--- src/rtl/corerfd_pkg.sv ---
// Shared types and constants for the measurement scheduler.
package corerfd_pkg;

    typedef enum logic [1:0] {
        ST_IDLE = 2'd0,
        ST_ARM  = 2'd1,
        ST_RUN  = 2'd2,
        ST_DONE = 2'd3
    } state_e;

    // Index width for n requesters, never narrower than one bit.
    function automatic int unsigned idx_width(input int unsigned n);
        return (n > 1) ? $clog2(n) : 1;
    endfunction

    localparam int unsigned NREQ_DFLT = 4;
    localparam int unsigned IDX_W     = (NREQ_DFLT > 1) ? $clog2(NREQ_DFLT) : 1;

endpackage

--- src/rtl/corerfd_rr_arb.sv ---
// Round-robin pick: first asserted request at or above rr_ptr, wrapping modulo NREQ.
module corerfd_rr_arb #(
    parameter int unsigned NREQ = 4,
    parameter int unsigned IW   = 2
) (
    input  logic [NREQ-1:0] req,
    input  logic [IW-1:0]   rr_ptr,
    output logic            valid,
    output logic [IW-1:0]   index
);

    logic [IW-1:0] cand;

    // Scan NREQ positions starting at the pointer; keep the first hit.
    always_comb begin
        valid = 1'b0;
        index = '0;
        cand  = '0;
        for (int unsigned i = 0; i < NREQ; i++) begin
            cand = IW'((32'(rr_ptr) + i) % NREQ);
            if (!valid && req[cand]) begin
                valid = 1'b1;
                index = cand;
            end
        end
    end

endmodule

--- src/rtl/corerfd_meas_sched.sv ---
// Shares one external sample-window counter among NREQ measurement requesters.
module corerfd_meas_sched
    import corerfd_pkg::*;
#(
    parameter int unsigned NREQ     = 4,
    parameter int unsigned CTR_SIZE = 10
) (
    input  logic                     clk,
    input  logic                     rst,
    input  logic [NREQ-1:0]          req,
    input  logic [NREQ*CTR_SIZE-1:0] win_len,
    input  logic                     abort,
    input  logic                     timeout,
    output logic                     smpl_en,
    output logic [CTR_SIZE-1:0]      smpl_max,
    output logic [NREQ-1:0]          grant,
    output logic [NREQ-1:0]          done,
    output logic                     zero_err,
    output logic                     busy
);

    localparam int unsigned IW = idx_width(NREQ);

    state_e              state_q, state_d;
    logic [IW-1:0]       rr_ptr_q, rr_ptr_d;
    logic [IW-1:0]       own_q, own_d;
    logic [CTR_SIZE-1:0] smpl_max_q, smpl_max_d;
    logic [NREQ-1:0]     grant_q, grant_d;
    logic [NREQ-1:0]     done_q, done_d;
    logic                smpl_en_q, smpl_en_d;
    logic                zero_err_q, zero_err_d;
    logic                busy_q, busy_d;

    logic                arb_valid;
    logic [IW-1:0]       arb_idx;
    logic [CTR_SIZE-1:0] sel_len;
    logic                cancel;

    function automatic logic [IW-1:0] next_idx(input logic [IW-1:0] k);
        return (32'(k) == NREQ - 1) ? '0 : k + IW'(1);
    endfunction

    corerfd_rr_arb #(
        .NREQ (NREQ),
        .IW   (IW)
    ) u_arb (
        .req    (req),
        .rr_ptr (rr_ptr_q),
        .valid  (arb_valid),
        .index  (arb_idx)
    );

    // Window length of the currently selected candidate.
    always_comb begin
        sel_len = '0;
        for (int unsigned i = 0; i < NREQ; i++) begin
            if (IW'(i) == arb_idx) begin
                sel_len = win_len[i*CTR_SIZE +: CTR_SIZE];
            end
        end
    end

    // Next state, pointer and owner; outputs decoded from the next state so they register with it.
    always_comb begin
        state_d    = state_q;
        rr_ptr_d   = rr_ptr_q;
        own_d      = own_q;
        smpl_max_d = smpl_max_q;
        grant_d    = '0;
        done_d     = '0;
        smpl_en_d  = 1'b0;
        zero_err_d = 1'b0;
        cancel     = abort || !req[own_q];

        case (state_q)
            ST_IDLE: begin
                if (arb_valid) begin
                    if (sel_len == '0) begin
                        zero_err_d = 1'b1;
                        rr_ptr_d   = next_idx(arb_idx);
                    end else begin
                        own_d      = arb_idx;
                        smpl_max_d = sel_len;
                        state_d    = ST_ARM;
                    end
                end
            end
            ST_ARM: begin
                if (cancel) begin
                    state_d  = ST_IDLE;
                    rr_ptr_d = next_idx(own_q);
                end else begin
                    state_d  = ST_RUN;
                end
            end
            ST_RUN: begin
                // Cancel outranks a coincident timeout.
                if (cancel) begin
                    state_d  = ST_IDLE;
                    rr_ptr_d = next_idx(own_q);
                end else if (timeout) begin
                    state_d  = ST_DONE;
                    rr_ptr_d = next_idx(own_q);
                end
            end
            ST_DONE: begin
                state_d = ST_IDLE;
            end
            default: begin
                state_d = ST_IDLE;
            end
        endcase

        case (state_d)
            ST_ARM:  grant_d = NREQ'(1) << own_d;
            ST_RUN: begin
                grant_d   = NREQ'(1) << own_d;
                smpl_en_d = 1'b1;
            end
            ST_DONE: done_d = NREQ'(1) << own_d;
            default: ;
        endcase

        busy_d = (state_d != ST_IDLE);
    end

    // State and registered outputs.
    always_ff @(posedge clk or posedge rst) begin
        if (rst) begin
            state_q    <= ST_IDLE;
            rr_ptr_q   <= '0;
            own_q      <= '0;
            smpl_max_q <= '0;
            grant_q    <= '0;
            done_q     <= '0;
            smpl_en_q  <= 1'b0;
            zero_err_q <= 1'b0;
            busy_q     <= 1'b0;
        end else begin
            state_q    <= state_d;
            rr_ptr_q   <= rr_ptr_d;
            own_q      <= own_d;
            smpl_max_q <= smpl_max_d;
            grant_q    <= grant_d;
            done_q     <= done_d;
            smpl_en_q  <= smpl_en_d;
            zero_err_q <= zero_err_d;
            busy_q     <= busy_d;
        end
    end

    assign smpl_en  = smpl_en_q;
    assign smpl_max = smpl_max_q;
    assign grant    = grant_q;
    assign done     = done_q;
    assign zero_err = zero_err_q;
    assign busy     = busy_q;

endmodule

--- config.mk ---
export PLATFORM = sky130hd
export DESIGN_NAME = corerfd_meas_sched
export DESIGN_NICKNAME = d
export VERILOG_FILES = /design/src/rtl/corerfd_pkg.sv /design/src/rtl/corerfd_rr_arb.sv /design/src/rtl/corerfd_meas_sched.sv
export SDC_FILE = /design/constraint.sdc
export NUM_CORES = 1
export LEC_CHECK = 0
export CAP_MARGIN = 10
export CORE_UTILIZATION = 49
export CTS_CLUSTER_SIZE = 28
export DETAILED_ROUTE_END_ITERATION = 10
export PLACE_DENSITY = 0.86
export SLEW_MARGIN = 20
export SYNTH_ARGS = -nofsm -noshare
export SYNTH_HDL_FRONTEND = slang
export SYNTH_SLANG_ARGS = --single-unit
--- constraint.sdc ---
create_clock -name clk -period 6.84 [get_ports clk]
set_clock_uncertainty 0.1 [all_clocks]
set_input_delay 1.368 -clock clk [delete_from_list [all_inputs] [get_ports clk]]
set_output_delay 1.368 -clock clk [all_outputs]
set_load 0.02 [all_outputs]
* After elaboration in Yosys (flattened, before gate mapping) *
Index checks and enable logic that the tools add are counted.

operators by class
  bitwise gates (word level) = 1
  add/subtract/negate cells = 5
  multiplexer cells = 45
  shift-type cells = 1
  div/mod/pow operators = 0
  magnitude comparators = 5
  eq/ne operators = 15
  $mul = 0
  reduce and logical (&&, ||, !) cells = 16

operator list
  operator                                                     count
  2-to-1 mux 10 bit                                            4
  2-to-1 mux 2 bit                                             19
  less-than comparator 2 x 3 -> 1 bit (second input constant)  5
  2-to-1 mux 1 bit                                             13
  equality test 2 bit (second input constant)                  6
  binary-select mux 1 bit (select 2 bit)                       5
  zero test 10 bit                                             1
  2-to-1 mux 4 bit                                             2
  one-hot mux 2 bit (4 select lines)                           1
  adder 2 x 1 -> 2 bit (second input constant)                 3
  inequality test 2 bit (second input constant)                3
  one-hot mux 2 bit (3 select lines)                           1
  AND reduction 5 bit                                          1
  adder 2 bit (second input constant)                          2
  equality test 2 x 1 -> 1 bit (second input constant)         2
  equality test 2 bit (first input constant)                   2
  zero test 1 bit                                              4
  zero test 2 bit                                              2
  left shift 1 x 2 -> 4 bit (first input constant)             1
  logical AND 1 bit                                            3
  inequality test 3 bit (second input constant)                1
  AND reduction 3 bit                                          1
  nonzero test 3 bit                                           1
  equality test 1 x 2 -> 1 bit (first input constant)          1
  4 further kinds                                              4

word-level totals
  input bits = 48
  bits in latches = 0
  logic and storage cells = 97
  memories kept = 0
  memory bits (writable) = 0
  ROM bits = 0
  output and inout port bits = 21
  flip-flop bits (word level) = 27

* Logic depth before layout (Yosys ltp) *
  depth in word-level cells = 24
  mapped depth = 18
  gate-level depth less buffers = 15

* Hierarchy *
Synthesis repeated with hierarchy kept, for this count alone.

second synthesis, totals
  cells, all modules = 224
  area, all modules = 1999.4 um^2

by module, submodules not included
  module              area an instance (um^2)  sequential area each (um^2)  times used  cells each
  corerfd_meas_sched  1921.8                   675.6                        1           209
  corerfd_rr_arb      77.6                     0.0                          1           15

* Least setup slack after synthesis *
OpenSTA, ideal clock, no wires.

  path type = input -> register
  from = input req[3]
  to = register grant_q[3] (netlist: grant[3])
  setup time = 0.103 ns
  path buffers = 2
  stages on the path = 15
  data arrival time = 4.287 ns
  setup slack = 2.349 ns
  path through = nand2b_1 > o2bb2ai_1 > o22ai_1 > inv_1 > ha_1 > buf_6 > nand2b_1 > buf_4 > o22ai_1 > o22ai_1 > nor3_4 > a21oi_1 > o21ai_0 > ha_1 > o41ai_2

between the ends
  cells in the longest elaborated chain, start to end = 24
  elaborated cells between the ends (all ways) = 48
  classes of those cells = eq/ne: 5; shift: 1; mux: 31; reduce/logical: 11

RTL lines
  element                                                              line                       source
  start: declaration                                                   corerfd_meas_sched.sv:10   input logic [NREQ-1:0] req,
  binary-select mux 1 bit (select 2 bit)                               corerfd_rr_arb.sv:21       if (!valid && req[cand]) begin
  2-to-1 mux 1 bit (not written as such)                               corerfd_rr_arb.sv:21
  2-to-1 mux 1 bit                                                     corerfd_rr_arb.sv:21
  zero test 1 bit                                                      corerfd_rr_arb.sv:21
  logical AND 1 bit                                                    corerfd_rr_arb.sv:21
  2-to-1 mux 1 bit                                                     corerfd_rr_arb.sv:21
  zero test 1 bit                                                      corerfd_rr_arb.sv:21
  logical AND 1 bit                                                    corerfd_rr_arb.sv:21
  [... 9 more ...]                                                     --
  zero test 10 bit                                                     corerfd_meas_sched.sv:78   if (sel_len == '0) begin
  2-to-1 mux 2 bit                                                     corerfd_meas_sched.sv:78
  2-to-1 mux 2 bit                                                     corerfd_meas_sched.sv:77   if (arb_valid) begin
  one-hot mux 2 bit (4 select lines)                                   corerfd_meas_sched.sv:75   case (state_q)
  equality test 2 bit or equality test 2 x 1 -> 1 bit (tied branches)  corerfd_meas_sched.sv:114  case (state_d)
  OR reduction 2 bit (no line)                                         --
  2-to-1 mux 4 bit (*)                                                 --
  named net grant_d[3]                                                 corerfd_meas_sched.sv:28   logic [NREQ-1:0] grant_q, grant_d;
  end signal: assignment                                               corerfd_meas_sched.sv:144  grant_q <= grant_d;
  end: declaration                                                     corerfd_meas_sched.sv:28

The timed path passes the listed nets; every way through them passes the cells marked *. The select of a mux whose other input is x is not followed.
A chain may end at the register's enable or synchronous reset.

* Worst setup path after layout *
Same ends and word-level chain as after synthesis.

==> impl_metrics.yaml <==
cts:
  root_buffer: "sky130_fd_sc_hd__clkbuf_8"
  clkTransAtPathRegs_ns: 0.10
  cts_made_buffers: 3
  cts_setup_buffers: 0
  clock_insertion_delay_worst_skew_ns: 0.27
  tritoncts: "built"
  cts-htree-levels: 1
  cts_hold_buf: 0
  cts_num_sinks: 27
  clk_path_buf_depth: 2
  ctsResizeCount: 0
global_route:
  pin_count_of_the_biggest_net_entering_global_routing: 28
  grt_overflow: 0
  grt_util_all_layers_pct: 25.37
  grt_pass1_wl_mm: 8.390
  grt_antenna_before_repair: 0
  number_of_global_route_vias_before_repair: 1827
placed_design:
  buffer_ports.inserted: 68
  place.detailed.instances: 311
  place_ws_ns: 1.041
  globalplace.congestion: 0.8917
  detailed_place_hpwl_mm: 3.970
setup_path:
  worstPathMaxFanout: 10
  cp_data_arrival_time_ns: 5.67
  kind_of_end_point_of_the_critical_path: "register"
  timing.setup.critical_path_class: "primary input to register"
  cp.required_ns: 6.90
  startpoint_kind_of_the_worst_setup_timing_path: "primary input"
  cp_cell_sequence: "clkdlybuf4s50_1, nand2b_1, o2bb2ai_1, o22ai_1, inv_1, ha_1, nor2_2, inv_1, a221oi_2, and3_1, a21oi_1, o21ai_0, ha_1, o41ai_2"
  slowest_delay_ns: 0.49
  timing.critical_path.slowest_stage_cell: "sky130_fd_sc_hd__clkdlybuf4s50_1"
finish:
  final_layout_size_suffix_gt1_share_pct: 10.11
  num-nets-final: 329
  fillCellCount: 306
  finalCoreUtilization_pct: 71.93
  stdcell_count: 315
  top_library_cells_by_usage_in_the_layout_fill_and_taps_aside: "sky130_fd_sc_hd__clkdlybuf4s50_1, sky130_fd_sc_hd__dfrtp_1, sky130_fd_sc_hd__nand2_1"
  area_growth_syn_to_layout_pct: 37.51
  antenna_cells_inserted: 0
  layout.cells.most_common: "sky130_fd_sc_hd__clkdlybuf4s50_1"
route:
  drc: 0
  routed-wl-met3_um: 316
  drt_pre_antenna_iters: 4
  maxUsedRoutingLayer: "met4"
  detail_route.wirelength.met1_mm: 1.988
  totalWireLength_mm: 5.029
  wl_per_cell_um: 15.97
  first_iter_violations: 83
  antenna_violating_nets_post_route: 0
  via_per_inst: 5.879
  met2WireLength_mm: 2.648
  vias: 1852
timing:
  worst_slew_margin_rel_pct: 36.18
  grt_setup_unrepaired: "false"
  final.period_utilization_pct: 82.07
  fin_ws_ns: 1.227
  worst_slew_pin_slew_ns: 0.9514
  fmax_mhz: 178.1
  setup_total_negative_slack_ns: 0
  finalSetupViolations: 0
  slew_violations: 0
  period_needed_ns: 5.613
  final_hold_viol_count: 0
min_path:
  hold_class: "register to register"
run_status:
  outcome: "finished clean"
pwr:
  leak_pwr_nw: 1.153
  power.density_nw_per_um2: 427.3
  peakVddDrop_mv: 0.3117
synth:
  synthesis.nets: 264
  synth_warnings: 0
  synthesized_instance_count: 203
  synthesized_area_fraction_occupied_by_xor_and_xnor_cells_pct: 0
  synth-compound-area-share_pct: 23.13
  post_synth_fa_ha_maj_area_fraction_pct: 8.307
  synth_top_cells_by_area: "sky130_fd_sc_hd__dfrtp_1, sky130_fd_sc_hd__ha_1, sky130_fd_sc_hd__mux2_4"
  yosys.area.top_type: "sky130_fd_sc_hd__dfrtp_1"
  synth-edff-count: 0
  yosys_register_bits: 27
  synthArstFlopShare_pct: 100.0
  proportion_of_synthesized_area_in_mux_cells_pct: 10.61
  yosys.cell_types.count: 51
  synthesis.area_um2: 1958
  yosys.area_share.simple_pct: 17.57
  synth-seq-area-share_pct: 34.50
  synth_largest_type_area_fraction_pct: 34.50
  yosys_most_used_dff: "sky130_fd_sc_hd__dfrtp_1"
  synth_top_family_by_area: "compound AO/OA/AOI/OAI gates"
  syn_area_per_cell_um2: 9.646
die:
  core_area_um2: 3744
  initial_utilization_pct: 52.31
  fp.dieH_um: 65.22
  io_pins: 69
  die-width_um: 65.22
  placement_rows: 22
  die-area_um2: 4253
run:
  max-cap-violations: 0
[cell type report]
type | instances | area [um^2] | area share [%]
multi-input combinational | 152 | 1167 | 43.36
timing repair buffer | 68 | 680.7 | 25.28
sequential | 27 | 675.6 | 25.09
inverter | 16 | 60.06 | 2.230
tap | 48 | 60.06 | 2.230
clock buffer | 3 | 41.29 | 1.533
clock inverter | 1 | 7.507 | 0.2788
[cell usage after synthesis (all sizes together) (2+ instances only)]
cell / instances
o22a: 2
nand3b: 4
and3: 3
nor2: 13
inv: 16
ha: 13
nor4: 2
nor3b: 3
a221oi: 2
o21a: 3
dfrtp: 27
clkbuf: 2
mux2: 12
o211a: 4
a211oi: 5
a21oi: 8
nor2b: 2
a21o: 3
nand2: 24
o22ai: 9
o21ai: 4
nor3: 7
mux2i: 2
a31oi: 3
a2111oi: 2
nand2b: 6
o211ai: 2
buf: 6
[flip-flops by register name, summed over array words and instances, names as in the netlist]
name,count
busy,1
done,4
grant,4
own_q,2
rr_ptr_q,2
smpl_en,1
smpl_max,10
state_q,2
zero_err,1
[path summary, 6_finish.rpt]
check | from | endpoint | slack, ns | depth (start not counted)
max | req[3] | grant[3]$_DFF_PP0_ | 1.23 | 14
min | smpl_max[9]$_DFFE_PP0P_ | smpl_max[9]$_DFFE_PP0P_ | 0.42 | 1
max reg2reg | rr_ptr_q[1]$_DFFE_PP0P_ | grant[3]$_DFF_PP0_ | 2.42 | 12
min reg2reg | smpl_max[9]$_DFFE_PP0P_ | smpl_max[9]$_DFFE_PP0P_ | 0.42 | 1
max in group asynchronous | rst | done[2]$_DFF_PP0_ | 4.81 | 2
min in group asynchronous | rst | zero_err$_DFF_PP0_ | 1.40 | 2
[cells by family (layout without fill, tap and decap cells)]
group,count (synthesis),count (layout)
DFF,27,27
muxes,15,15
and+or+nand+nor,67,67
AOI/OAI and AO/OA,57,57
buffers and inverters,24,88
adders and majority gates,13,13
[report_power, final]
part	switching [mW]	leakage, nW	internal, mW	total [mW]
registers	0.0461	0.343	0.224	0.270
logic	0.424	0.788	0.364	0.788
clock network	0.0515	0.0217	0.0413	0.0928
[metrics by stage]
stage	total power [mW]	area, um^2	hold slack (ns)
3_5_place_dp	1.053	2644	0.3955
2_1_floorplan	0.8379	1958	0.4277
6_report	1.150	2693	0.4182
4_1_cts	1.149	2693	0.4254
5_1_grt	1.239	2693	0.4343
3_3_place_gp	1.028	2644	0.3982
[layer usage]
| layer | global-route usage, % | vias to the layer above |
|---|---|---|
| met5 | 0 | - |
| met4 | 4.348 | 0 |
| met3 | 3.819 | 8 |
| met2 | 47.16 | 86 |
| met1 | 30.90 | 886 |
| li1 | - | 872 |
[critical path, delay by kind of cell]
kind                       cells  cell delay (ns)
AOI/OAI and AO/OA              6             1.80
buffers and inverters          3             0.80
adders and majority gates      2             0.69
and+or+nand+nor                3             1.00
(Power assumes the default switching activity.)
